[config.mk]
export PLATFORM = sky130hd
export DESIGN_NAME = ex_stage
export DESIGN_NICKNAME = d
export VERILOG_FILES = /design/src/rtl/riscv_cpu_pkg.sv /design/src/rtl/ex_divider.sv /design/src/rtl/ex_stage.sv
export SDC_FILE = /design/constraint.sdc
export NUM_CORES = 2
export LEC_CHECK = 0
export ABC_AREA = 0
export ABC_CLOCK_PERIOD_IN_PS = 12750
export CAP_MARGIN = 20
export CORE_ASPECT_RATIO = 0.5
export CORE_MARGIN = 2
export CORE_UTILIZATION = 40
export CTS_BUF_LIST = sky130_fd_sc_hd__clkbuf_8
export CTS_CLUSTER_SIZE = 24
export DETAILED_ROUTE_END_ITERATION = 10
export DONT_BUFFER_PORTS = 1
export SYNTH_ARGS = -nofsm -noshare
export SYNTH_HDL_FRONTEND = slang
export SYNTH_HIERARCHICAL = 1
export SYNTH_SLANG_ARGS = --single-unit
[constraint.sdc]
create_clock -name clk_i -period 12.75 [get_ports clk_i]
set_clock_uncertainty 0.2 [all_clocks]
set_input_delay 1.275 -clock clk_i [delete_from_list [all_inputs] [get_ports clk_i]]
set_output_delay 1.275 -clock clk_i [all_outputs]
set_load 0.01 [all_outputs]
[src/rtl/riscv_cpu_pkg.sv]
// Shared types for the RV32IM pipeline: operation encodings, control
// structs, the ID/EX and EX/MEM pipeline payloads, and bubble constants.
package riscv_cpu_pkg;

  localparam int DATA_WIDTH = 32;

  typedef enum logic [3:0] {
    ALU_ADD, ALU_SUB, ALU_AND, ALU_OR, ALU_XOR,
    ALU_SLL, ALU_SRL, ALU_SRA, ALU_SLT, ALU_SLTU, ALU_PASSB
  } alu_op_e;

  // Encoded in funct3 order: bit 2 marks the divide group, bit 1 selects
  // remainder and bit 0 marks the unsigned variants of DIV/REM.
  typedef enum logic [2:0] {
    MD_MUL, MD_MULH, MD_MULHSU, MD_MULHU,
    MD_DIV, MD_DIVU, MD_REM, MD_REMU
  } md_op_e;

  typedef enum logic [1:0] {BR_NONE, BR_EQ, BR_NE, BR_JUMP} branch_mux_e;

  typedef enum logic [1:0] {DIV_IDLE, DIV_RUN, DIV_DONE} div_state_e;

  typedef struct packed {
    alu_op_e alu_op;
    logic    alu_src_imm;
    logic    alu_src_pc;
    logic    md_en;
    md_op_e  md_op;
  } ex_ctl_t;

  typedef struct packed {
    logic        mem_we;
    logic        mem_re;
    branch_mux_e branch_mux;
  } mem_ctl_t;

  typedef struct packed {
    logic reg_we;
    logic mem_to_reg;
  } wb_ctl_t;

  typedef struct packed {
    logic [DATA_WIDTH-1:0] pc;
    logic [DATA_WIDTH-1:0] rs1_data;
    logic [DATA_WIDTH-1:0] rs2_data;
    logic [DATA_WIDTH-1:0] imm;
    logic [4:0]            dest_reg;
  } id2ex_t;

  typedef struct packed {
    logic [DATA_WIDTH-1:0] pc;
    logic [DATA_WIDTH-1:0] branch_addr;
    logic [DATA_WIDTH-1:0] alu_result;
    logic [DATA_WIDTH-1:0] mem_wdata;
    logic [4:0]            dest_reg;
  } ex2mem_t;

  localparam ex_ctl_t  EX_BUBBLE  = '{alu_op: ALU_ADD, alu_src_imm: 1'b0, alu_src_pc: 1'b0,
                                      md_en: 1'b0, md_op: MD_MUL};
  localparam mem_ctl_t MEM_BUBBLE = '{mem_we: 1'b0, mem_re: 1'b0, branch_mux: BR_NONE};
  localparam wb_ctl_t  WB_BUBBLE  = '{reg_we: 1'b0, mem_to_reg: 1'b0};

endpackage

[src/rtl/ex_divider.sv]
// Iterative radix-2 restoring divider for DIV/DIVU/REM/REMU.
// Ports: clk_i/rst_i (sync, active-high); start_i launches an operation
// from IDLE with signed_i/rem_i selecting the variant; kill_i aborts.
// busy_o is high while iterating, done_o for the single result cycle, and
// result_o carries the sign-corrected quotient/remainder during done_o.
//
// state    | meaning
// DIV_IDLE | waiting for start_i
// DIV_RUN  | one shift/subtract step per cycle, counter counts down
// DIV_DONE | result_o valid for one cycle, then back to IDLE
module ex_divider
  import riscv_cpu_pkg::*;
#(
  parameter int DIV_CYCLES = DATA_WIDTH
) (
  input  logic                  clk_i,
  input  logic                  rst_i,
  input  logic                  start_i,
  input  logic                  signed_i,
  input  logic                  rem_i,
  input  logic [DATA_WIDTH-1:0] dividend_i,
  input  logic [DATA_WIDTH-1:0] divisor_i,
  input  logic                  kill_i,
  output logic                  busy_o,
  output logic                  done_o,
  output logic [DATA_WIDTH-1:0] result_o
);

  localparam int CNT_W = $clog2(DIV_CYCLES + 1);
  localparam logic [DATA_WIDTH-1:0] MIN_NEG = {1'b1, {(DATA_WIDTH-1){1'b0}}};

  div_state_e            state_q;
  logic [CNT_W-1:0]      cnt_q;
  logic [DATA_WIDTH-1:0] quo_q, rem_q, dvs_q, spec_q;
  logic                  neg_quo_q, neg_rem_q, rem_sel_q, special_q;
  logic                  a_neg, b_neg, div_zero, div_ovf;
  logic [DATA_WIDTH-1:0] a_mag, b_mag;
  logic [DATA_WIDTH:0]   rem_shift, rem_diff;

  assign a_neg    = signed_i & dividend_i[DATA_WIDTH-1];
  assign b_neg    = signed_i & divisor_i[DATA_WIDTH-1];
  assign a_mag    = a_neg ? -dividend_i : dividend_i;
  assign b_mag    = b_neg ? -divisor_i : divisor_i;
  assign div_zero = (divisor_i == '0);
  assign div_ovf  = signed_i && (dividend_i == MIN_NEG) && (divisor_i == '1);

  // Partial remainder shifted left with the next dividend bit; a borrow out
  // of the 33-bit difference means the divisor did not fit (restore).
  assign rem_shift = {rem_q, quo_q[DATA_WIDTH-1]};
  assign rem_diff  = rem_shift - {1'b0, dvs_q};

  always_ff @(posedge clk_i) begin
    if (rst_i || kill_i) begin
      state_q   <= DIV_IDLE;
      cnt_q     <= '0;
      quo_q     <= '0;
      rem_q     <= '0;
      dvs_q     <= '0;
      spec_q    <= '0;
      neg_quo_q <= 1'b0;
      neg_rem_q <= 1'b0;
      rem_sel_q <= 1'b0;
      special_q <= 1'b0;
    end else begin
      case (state_q)
        DIV_IDLE: begin
          if (start_i) begin
            rem_sel_q <= rem_i;
            neg_quo_q <= a_neg ^ b_neg;
            neg_rem_q <= a_neg;
            special_q <= div_zero | div_ovf;
            if (div_zero) spec_q <= rem_i ? dividend_i : '1;
            else          spec_q <= rem_i ? '0 : MIN_NEG;
            if (div_zero || div_ovf) begin
              state_q <= DIV_DONE;
            end else begin
              quo_q   <= a_mag;
              rem_q   <= '0;
              dvs_q   <= b_mag;
              cnt_q   <= CNT_W'(DIV_CYCLES);
              state_q <= DIV_RUN;
            end
          end
        end
        DIV_RUN: begin
          if (!rem_diff[DATA_WIDTH]) begin
            rem_q <= rem_diff[DATA_WIDTH-1:0];
            quo_q <= {quo_q[DATA_WIDTH-2:0], 1'b1};
          end else begin
            rem_q <= rem_shift[DATA_WIDTH-1:0];
            quo_q <= {quo_q[DATA_WIDTH-2:0], 1'b0};
          end
          cnt_q <= cnt_q - CNT_W'(1);
          if (cnt_q == CNT_W'(1)) state_q <= DIV_DONE;
        end
        DIV_DONE: state_q <= DIV_IDLE;
        default:  state_q <= DIV_IDLE;
      endcase
    end
  end

  assign busy_o = (state_q == DIV_RUN);
  assign done_o = (state_q == DIV_DONE);

  always_comb begin
    result_o = quo_q;
    if (special_q)      result_o = spec_q;
    else if (rem_sel_q) result_o = neg_rem_q ? -rem_q : rem_q;
    else if (neg_quo_q) result_o = -quo_q;
  end

endmodule

[src/rtl/ex_stage.sv]
// Execute stage of the RV32IM pipeline: ALU, single-cycle multiplier,
// iterative divider and branch-target adder feeding the EX/MEM register.
// Ports: clk_i/rst_i (sync, active-high); valid_i/flush_i qualify the
// instruction in EX; ex_ctl_i/mem_ctl_i/wb_ctl_i/ex_pipeline_i carry the
// ID/EX payload; mem_ctl_o/wb_ctl_o/mem_pipeline_o are the registered
// EX/MEM payload; stall_o (combinational) holds IF/ID during a divide.
module ex_stage
  import riscv_cpu_pkg::*;
#(
  parameter int DIV_CYCLES = DATA_WIDTH
) (
  input  logic     clk_i,
  input  logic     rst_i,
  input  logic     valid_i,
  input  logic     flush_i,
  input  ex_ctl_t  ex_ctl_i,
  input  mem_ctl_t mem_ctl_i,
  input  wb_ctl_t  wb_ctl_i,
  input  id2ex_t   ex_pipeline_i,
  output mem_ctl_t mem_ctl_o,
  output wb_ctl_t  wb_ctl_o,
  output ex2mem_t  mem_pipeline_o,
  output logic     stall_o
);

  logic [DATA_WIDTH-1:0]          op_a, op_b, alu_result, md_result, ex_result, div_result;
  logic [4:0]                     shamt;
  logic                           mul_a_signed, mul_b_signed;
  logic signed [DATA_WIDTH:0]     mul_a, mul_b;
  logic signed [2*DATA_WIDTH-1:0] mul_prod;
  logic                           is_div, div_start, div_busy, div_done;

  assign op_a  = ex_ctl_i.alu_src_pc  ? ex_pipeline_i.pc  : ex_pipeline_i.rs1_data;
  assign op_b  = ex_ctl_i.alu_src_imm ? ex_pipeline_i.imm : ex_pipeline_i.rs2_data;
  assign shamt = op_b[4:0];

  always_comb begin
    alu_result = '0;
    case (ex_ctl_i.alu_op)
      ALU_ADD:   alu_result = op_a + op_b;
      ALU_SUB:   alu_result = op_a - op_b;
      ALU_AND:   alu_result = op_a & op_b;
      ALU_OR:    alu_result = op_a | op_b;
      ALU_XOR:   alu_result = op_a ^ op_b;
      ALU_SLL:   alu_result = op_a << shamt;
      ALU_SRL:   alu_result = op_a >> shamt;
      ALU_SRA:   alu_result = $signed(op_a) >>> shamt;
      ALU_SLT:   alu_result = {{(DATA_WIDTH-1){1'b0}}, $signed(op_a) < $signed(op_b)};
      ALU_SLTU:  alu_result = {{(DATA_WIDTH-1){1'b0}}, op_a < op_b};
      ALU_PASSB: alu_result = op_b;
      default:   alu_result = '0;
    endcase
  end

  // One 33x33 signed multiplier covers all four MUL variants: each operand
  // is sign- or zero-extended by one bit depending on the variant.
  assign mul_a_signed = (ex_ctl_i.md_op == MD_MULH) || (ex_ctl_i.md_op == MD_MULHSU);
  assign mul_b_signed = (ex_ctl_i.md_op == MD_MULH);
  assign mul_a        = {mul_a_signed & op_a[DATA_WIDTH-1], op_a};
  assign mul_b        = {mul_b_signed & op_b[DATA_WIDTH-1], op_b};
  assign mul_prod     = (2*DATA_WIDTH)'(mul_a) * (2*DATA_WIDTH)'(mul_b);
  assign md_result    = (ex_ctl_i.md_op == MD_MUL) ? mul_prod[DATA_WIDTH-1:0]
                                                   : mul_prod[2*DATA_WIDTH-1:DATA_WIDTH];

  assign is_div    = ex_ctl_i.md_en && ex_ctl_i.md_op[2];
  // The divide instruction is still presented during DIV_DONE, so the
  // divider must be fully idle before a new start is accepted.
  assign div_start = valid_i && is_div && !flush_i && !rst_i && !div_busy && !div_done;
  assign stall_o   = !rst_i && !flush_i && (div_start || div_busy);

  ex_divider #(
    .DIV_CYCLES (DIV_CYCLES)
  ) u_divider (
    .clk_i      (clk_i),
    .rst_i      (rst_i),
    .start_i    (div_start),
    .signed_i   (!ex_ctl_i.md_op[0]),
    .rem_i      (ex_ctl_i.md_op[1]),
    .dividend_i (op_a),
    .divisor_i  (op_b),
    .kill_i     (flush_i),
    .busy_o     (div_busy),
    .done_o     (div_done),
    .result_o   (div_result)
  );

  assign ex_result = div_done ? div_result : (ex_ctl_i.md_en ? md_result : alu_result);

  always_ff @(posedge clk_i) begin
    if (!rst_i && !flush_i && (div_done || (valid_i && !stall_o))) begin
      mem_ctl_o                  <= mem_ctl_i;
      wb_ctl_o                   <= wb_ctl_i;
      mem_pipeline_o.pc          <= ex_pipeline_i.pc;
      mem_pipeline_o.branch_addr <= ex_pipeline_i.pc + ex_pipeline_i.imm;
      mem_pipeline_o.alu_result  <= ex_result;
      mem_pipeline_o.mem_wdata   <= ex_pipeline_i.rs2_data;
      mem_pipeline_o.dest_reg    <= ex_pipeline_i.dest_reg;
    end else begin
      mem_ctl_o      <= MEM_BUBBLE;
      wb_ctl_o       <= WB_BUBBLE;
      mem_pipeline_o <= '0;
    end
  end

endmodule

# Yosys cells after proc, flatten, opt, wreduce, memory -nomap -nowiden
# Cells that the tools add are included.
# word_totals
ff_bits	279
out_inout_bits	140
elab_cells	127
# classes
addsub	9
n_mul	1
order_cmp	2
eq_ne	20
n_shift	3
n_mux	30
bitwise	10
n_reduce_logical	32
# op_table
op	count
2-to-1 mux 32 bit	19
one-hot mux 32 bit (11 select lines)	1
negator 32 bit	4
one-hot mux 32 bit (2 select lines)	2
adder 32 bit	2
== test 32 bit, second input constant	2
< comparator 32 bit	2
multiplier 33 x 33 -> 64 bit	1
subtractor 33 x 32 -> 33 bit	1
bitwise AND 32 bit	1
logical NOT 32 bit	1
bitwise OR 32 bit	1
<< shifter 32 x 5 -> 32 bit	1
>> shifter 32 x 5 -> 32 bit	1
>>> shifter 32 x 5 -> 32 bit	1
subtractor 32 bit	1
bitwise XOR 32 bit	1
== test 4 x 3 -> 1 bit, second input constant	4
== test 4 bit, second input constant	3
logical AND 1 bit	12
2-to-1 mux 6 bit	2
one-hot mux 6 bit (2 select lines)	1
== test 4 x 2 -> 1 bit, second input constant	2
== test 6 x 1 -> 1 bit, second input constant	1
23 further kinds	40

# Depth between registers and ports, before layout
# logic_depth
ltp_word	12
mapped_depth	37
ltp_nobuf	30

# Hierarchy
# The synthesis kept the hierarchy.
# modules_own_cells
mod	n_inst	cells_each	area_each_um2
ex_stage	1	6276	52705.5
ex_divider	1	1486	10880.4

# Worst setup path before layout
# OpenSTA, ideal clock, no wires.
# synth_timing
path_type	in2reg
startpoint	in ex_ctl_i[5] (netlist name)
endpoint	reg mem_pipeline_o[64] (netlist name)
setup_time_ns	0.070
t_arrival_ns	10.345
required_ns	12.480
setup_slack_ns	2.135
path_stages	33
path_cell_list	buf_4 -> mux2i_2 -> buf_2 -> buf_2 -> buf_2 -> clkbuf_1 -> clkbuf_1 -> nor2_1 -> fa_1 -> inv_1 -> fa_1 -> inv_1 -> fa_1 -> inv_1 -> fa_1 -> inv_1 -> fa_1 -> fa_1 -> fa_1 -> inv_1 -> fa_1 -> inv_1 -> ha_1 -> clkbuf_1 -> a21o_1 -> a21o_1 -> a21oi_1 -> o221ai_1 -> a41oi_1 -> nor3_1 -> or4_1 -> and3_1 -> a21oi_1
# synth_between
elab_chain_cells	6
# synth_rtl
element	line	source
start, declared	ex_stage.sv:16	input ex_ctl_t ex_ctl_i,
2-to-1 mux 32 bit *	ex_stage.sv:34	assign op_b = ex_ctl_i.alu_src_imm ? ex_pipeline_i.imm : ex_pipeline_i.rs2_data;
bitwise AND 1 bit	ex_stage.sv:60	assign mul_b = {mul_b_signed & op_b[DATA_WIDTH-1], op_b};
multiplier 33 x 33 -> 64 bit	ex_stage.sv:61	assign mul_prod = (2*DATA_WIDTH)'(mul_a) * (2*DATA_WIDTH)'(mul_b);
2-to-1 mux 32 bit	ex_stage.sv:62	assign md_result = (ex_ctl_i.md_op == MD_MUL) ? mul_prod[DATA_WIDTH-1:0]
2-to-1 mux 32 bit * (2 in a row)	ex_stage.sv:87	assign ex_result = div_done ? div_result : (ex_ctl_i.md_en ? md_result : alu_result);
end, declared	ex_stage.sv:22	output ex2mem_t mem_pipeline_o,
# Every way passes the cells marked *; elsewhere a longest branch is shown, timed or not.
# A chain may end at the register's enable or synchronous reset.

# Worst setup path in the final report
# layout_timing
startpoint	in ex_ctl_i[4] (netlist name)
endpoint	reg mem_pipeline_o[65] (netlist name)
# layout_between
elab_chain_cells	6
# layout_rtl
element	line	source
2-to-1 mux 32 bit *	ex_stage.sv:33	assign op_a = ex_ctl_i.alu_src_pc ? ex_pipeline_i.pc : ex_pipeline_i.rs1_data;
bitwise AND 1 bit	ex_stage.sv:59	assign mul_a = {mul_a_signed & op_a[DATA_WIDTH-1], op_a};
multiplier 33 x 33 -> 64 bit	ex_stage.sv:61	
2-to-1 mux 32 bit	ex_stage.sv:62	
2-to-1 mux 32 bit * (2 in a row)	ex_stage.sv:87	
# Marks and branches as above.

==> metrics.md <==
| Metric | Value |
|---|---|
| Most used cell, CP | `fa_1` |
| Highest routed layer | `met5` |
| Max Cap Viol | `0` |
| Worst setup path startpoint | `ex_ctl_i[4]` |
| Num rows | `103` |
| Most frequent cell after synthesis | `inv_1` |
| Final setup violation count | `0` |
| Status | `complete, no violations` |
| Io pins | `293` |
| Fraction of layout cells with a size suffix above 1 | `5.74%` |
| CTS Buf Count | `49` |
| Root buf cell | `clkbuf_8` |
| Synth area leader | `fa_1` |
| Syn nets | `9423` |
| Slew headroom | `18.8%` |
| Nature of the critical path endpoint | `flop` |
| Metal2 WL | `118000 microns` |
| CTS tree | `yes` |
| Area Growth Syn to Fin | `5.97%` |
| Most used flip-flop cell after synthesis | `dfxtp_1` |
| CTS resizes | `0` |
| Grt total ovfl | `0` |
| Fin Setup TNS | `0 ns` |
| Die Ht | `286 microns` |
| Vias per inst | `6.12` |
| First-pass GRT wire length | `431000 microns` |
| Detailed Route Iter0 Violations | `8034` |
| Seq/Total Area, Yosys | `8.78%` |
| R2R Path End | `u_divider/dvs_q[8]$_SDFFE_PP0P_` |
| GPL Wtd Cong | `1.10` |
| Post-Synthesis Cells | `7762` |
| Post-synth EDFFs | `0` |
| Post-DP HPWL | `239000 microns` |
| Initial DRT Pass Iterations | `7` |
| CP max-delay cell | `a2111oi_0` |
| Syn. warnings | `6` |
| Ranking of synthesized cells by area | `fa_1 (36%), dfxtp_1 (8.8%), inv_1 (8.0%)` |
| Crit path required time | `13.14 ns` |
| Max incr delay on CP | `0.84 ns` |
| Worst hold path type | `reg -> reg` |
| Initial antenna violation count | `30` |
| R2R depth | `12` |
| CP Capture Point | `mem_pipeline_o[65]$_SDFF_PN0_` |
| GRT Overall Usage | `37.0%` |
| Post-synth ARST share | `0%` |
| DR vias | `59400` |
| # nets final | `9225` |
| Post-synth top area share | `35.5%` |
| Type of origin of the critical path | `input port` |
| Routed wire length | `303000 microns` |
| CP arrival | `11.51 ns` |
| Die Area | `162000 sq um` |
| Syn Std Cell Area | `63600 sq um` |
| Setup Fix Bufs, Post-CTS | `0` |
| Post-synthesis cell type count | `107` |
| RSZ-0062 raised after global routing | `false` |
| Clk sinks | `279` |
| Reg clk slew, reported paths | `0.06 ns` |
| Worst-Margin Slew | `1.21 ns` |
| Die width | `568 microns` |
| CTS max path bufs | `3` |
| Fin. max-slew vios | `0` |
| Final period util | `87.3%` |
| Peak fanout along the critical path | `32` |
| F_max | `89.9 MHz` |
| WS Path Type | `in -> reg` |
| DRC violation count after routing | `0` |
| Vias in the first global route | `57600` |
| PortBufs | `0` |
| Final Hold Viols | `0` |
| Hold_buf cts | `0` |
| Largest net degree at the start of global routing | `84` |
| Clock Latency Late Sink | `0.76 ns` |
| CORE AREA | `158000 sq um` |
| Reg2Reg Setup Slack | `7.86 ns` |
| H-Tree Depth | `2` |
| Synth Register Bits | `279` |
| Syn_area_per_cell | `8.19 sq um` |
| Initial Util | `40.3%` |
| Number of routed nets with antenna violations | `0` |
| Synth top cells by count | `inv_1 (1363), fa_1 (1129), nand2_1 (1079)` |
| Fill cell total of the finished layout | `16000` |
| Final min period | `11.13 ns` |
| Routed len/inst | `31.2 microns` |
| DR WL met3 | `46800 microns` |
| Wl on met1 | `121000 microns` |
| RR Startpoint | `u_divider/state_q[1]$_SDFFE_PP0P_` |
==> per-layer routing <==
metal / up-vias / global-route usage, %
li1: 24400 / -
met1: 29800 / 50.1
met2: 4371 / 50.6
met3: 841 / 15.6
met4: 28 / 17.3
met5: - / 1.81
==> critical path, delay by kind of cell <==
kind,cells,cell delay (ns)
AO/OA/AOI/OAI,4,1.66
adder cells (fa/ha/maj),10,5.09
buffers and inverters,9,1.83
multiplexers,2,0.39
AND/OR/NAND/NOR,4,1.16
==> cells in the final DEF (no fill, tap or decap), types with 39 or more instances in the layout <==
cell | Yosys | final
fa_1 | 1129 | 1129
nand2_1 | 1079 | 1079
o21ai_1 | 57 | 56
o21ai_0 | 247 | 246
mux2i_1 | 210 | 174
a31oi_1 | 47 | 47
a211oi_1 | 119 | 119
clkbuf_8 | 0 | 61
xnor2_1 | 141 | 141
xor2_1 | 107 | 107
a21oi_1 | 331 | 330
nand3_1 | 74 | 73
ha_1 | 379 | 379
a21o_1 | 85 | 85
inv_1 | 1363 | 1365
buf_4 | 14 | 205
nor3_1 | 91 | 88
nand4_1 | 40 | 40
and2_1 | 93 | 93
dfxtp_1 | 279 | 277
nor2_1 | 682 | 679
o31ai_1 | 47 | 47
o211ai_1 | 39 | 39
==> metrics by stage <==
| stage | instance area (sq um) | cells | hold WS (ns) | utilization, % | setup WS, ns |
|---|---|---|---|---|---|
| after floorplan | 63600 | 7762 | 0.232 | - | 2.14 |
| after global placement | 66200 | 9611 | 0.244 | 42.0 | 1.51 |
| after detailed placement | 66300 | 9612 | 0.252 | 42.0 | 1.50 |
| after CTS | 67300 | 9694 | 0.259 | 42.6 | 2.21 |
| after global routing | 67300 | 9698 | 0.291 | 42.7 | 1.54 |
| final | 67400 | 9717 | 0.261 | 42.7 | 1.62 |
==> cell families (layout without fill, tap and decap cells) <==
group / count (synthesis) / count (layout) / share of synthesized area, %
compound gates: 1339 / 1339 / 14.0
flops: 279 / 279 / 8.78
simple gates: 2304 / 2304 / 15.7
other cells: 0 / 22 / 0
xor+xnor: 248 / 248 / 3.42
fa+ha+maj: 1508 / 1508 / 43.0
buf+inv: 1847 / 1680 / 11.2
mux: 237 / 237 / 3.93
==> worst min-delay path by stage <==
stage | start | end | slack, ns | depth (start not counted)
after floorplan | u_divider/quo_q[31]$_SDFFE_PP0P_ | u_divider/quo_q[31]$_SDFFE_PP0P_ | 0.23 | 2
after global placement | u_divider/quo_q[31]$_SDFFE_PP0P_ | u_divider/quo_q[31]$_SDFFE_PP0P_ | 0.24 | 2
after detailed placement | u_divider/quo_q[31]$_SDFFE_PP0P_ | u_divider/quo_q[31]$_SDFFE_PP0P_ | 0.25 | 2
after CTS | u_divider/quo_q[31]$_SDFFE_PP0P_ | u_divider/quo_q[31]$_SDFFE_PP0P_ | 0.26 | 2
after global routing | u_divider/spec_q[24]$_SDFFE_PP0P_ | u_divider/spec_q[24]$_SDFFE_PP0P_ | 0.29 | 2
final | u_divider/quo_q[31]$_SDFFE_PP0P_ | u_divider/quo_q[31]$_SDFFE_PP0P_ | 0.26 | 2
==> state kept, by name (all words and copies together) (netlist names) <==
register,cells
u_divider/special_q,1
mem_pipeline_o,133
u_divider/rem_q,32
u_divider/cnt_q,6
u_divider/dvs_q,32
u_divider/neg_rem_q,1
u_divider/rem_sel_q,1
wb_ctl_o,2
u_divider/quo_q,32
mem_ctl_o,4
u_divider/spec_q,32
u_divider/state_q,2
u_divider/neg_quo_q,1
==> layout make-up <==
cell class	count	area, sq um	share of cell area, %
multi-input cells	5636	51200	76.0
flip-flops and latches	279	5590	8.29
inverters	1388	5210	7.74
well taps	2100	2630	3.90
repair buffers	210	1630	2.41
clock buffers	61	840	1.25
clock inverters	21	221	0.329
diodes	22	55.1	0.0817
Power is left out: the tool's default activity adds up to more than one toggle a clock period on the data nets, which glitch-free logic cannot reach.
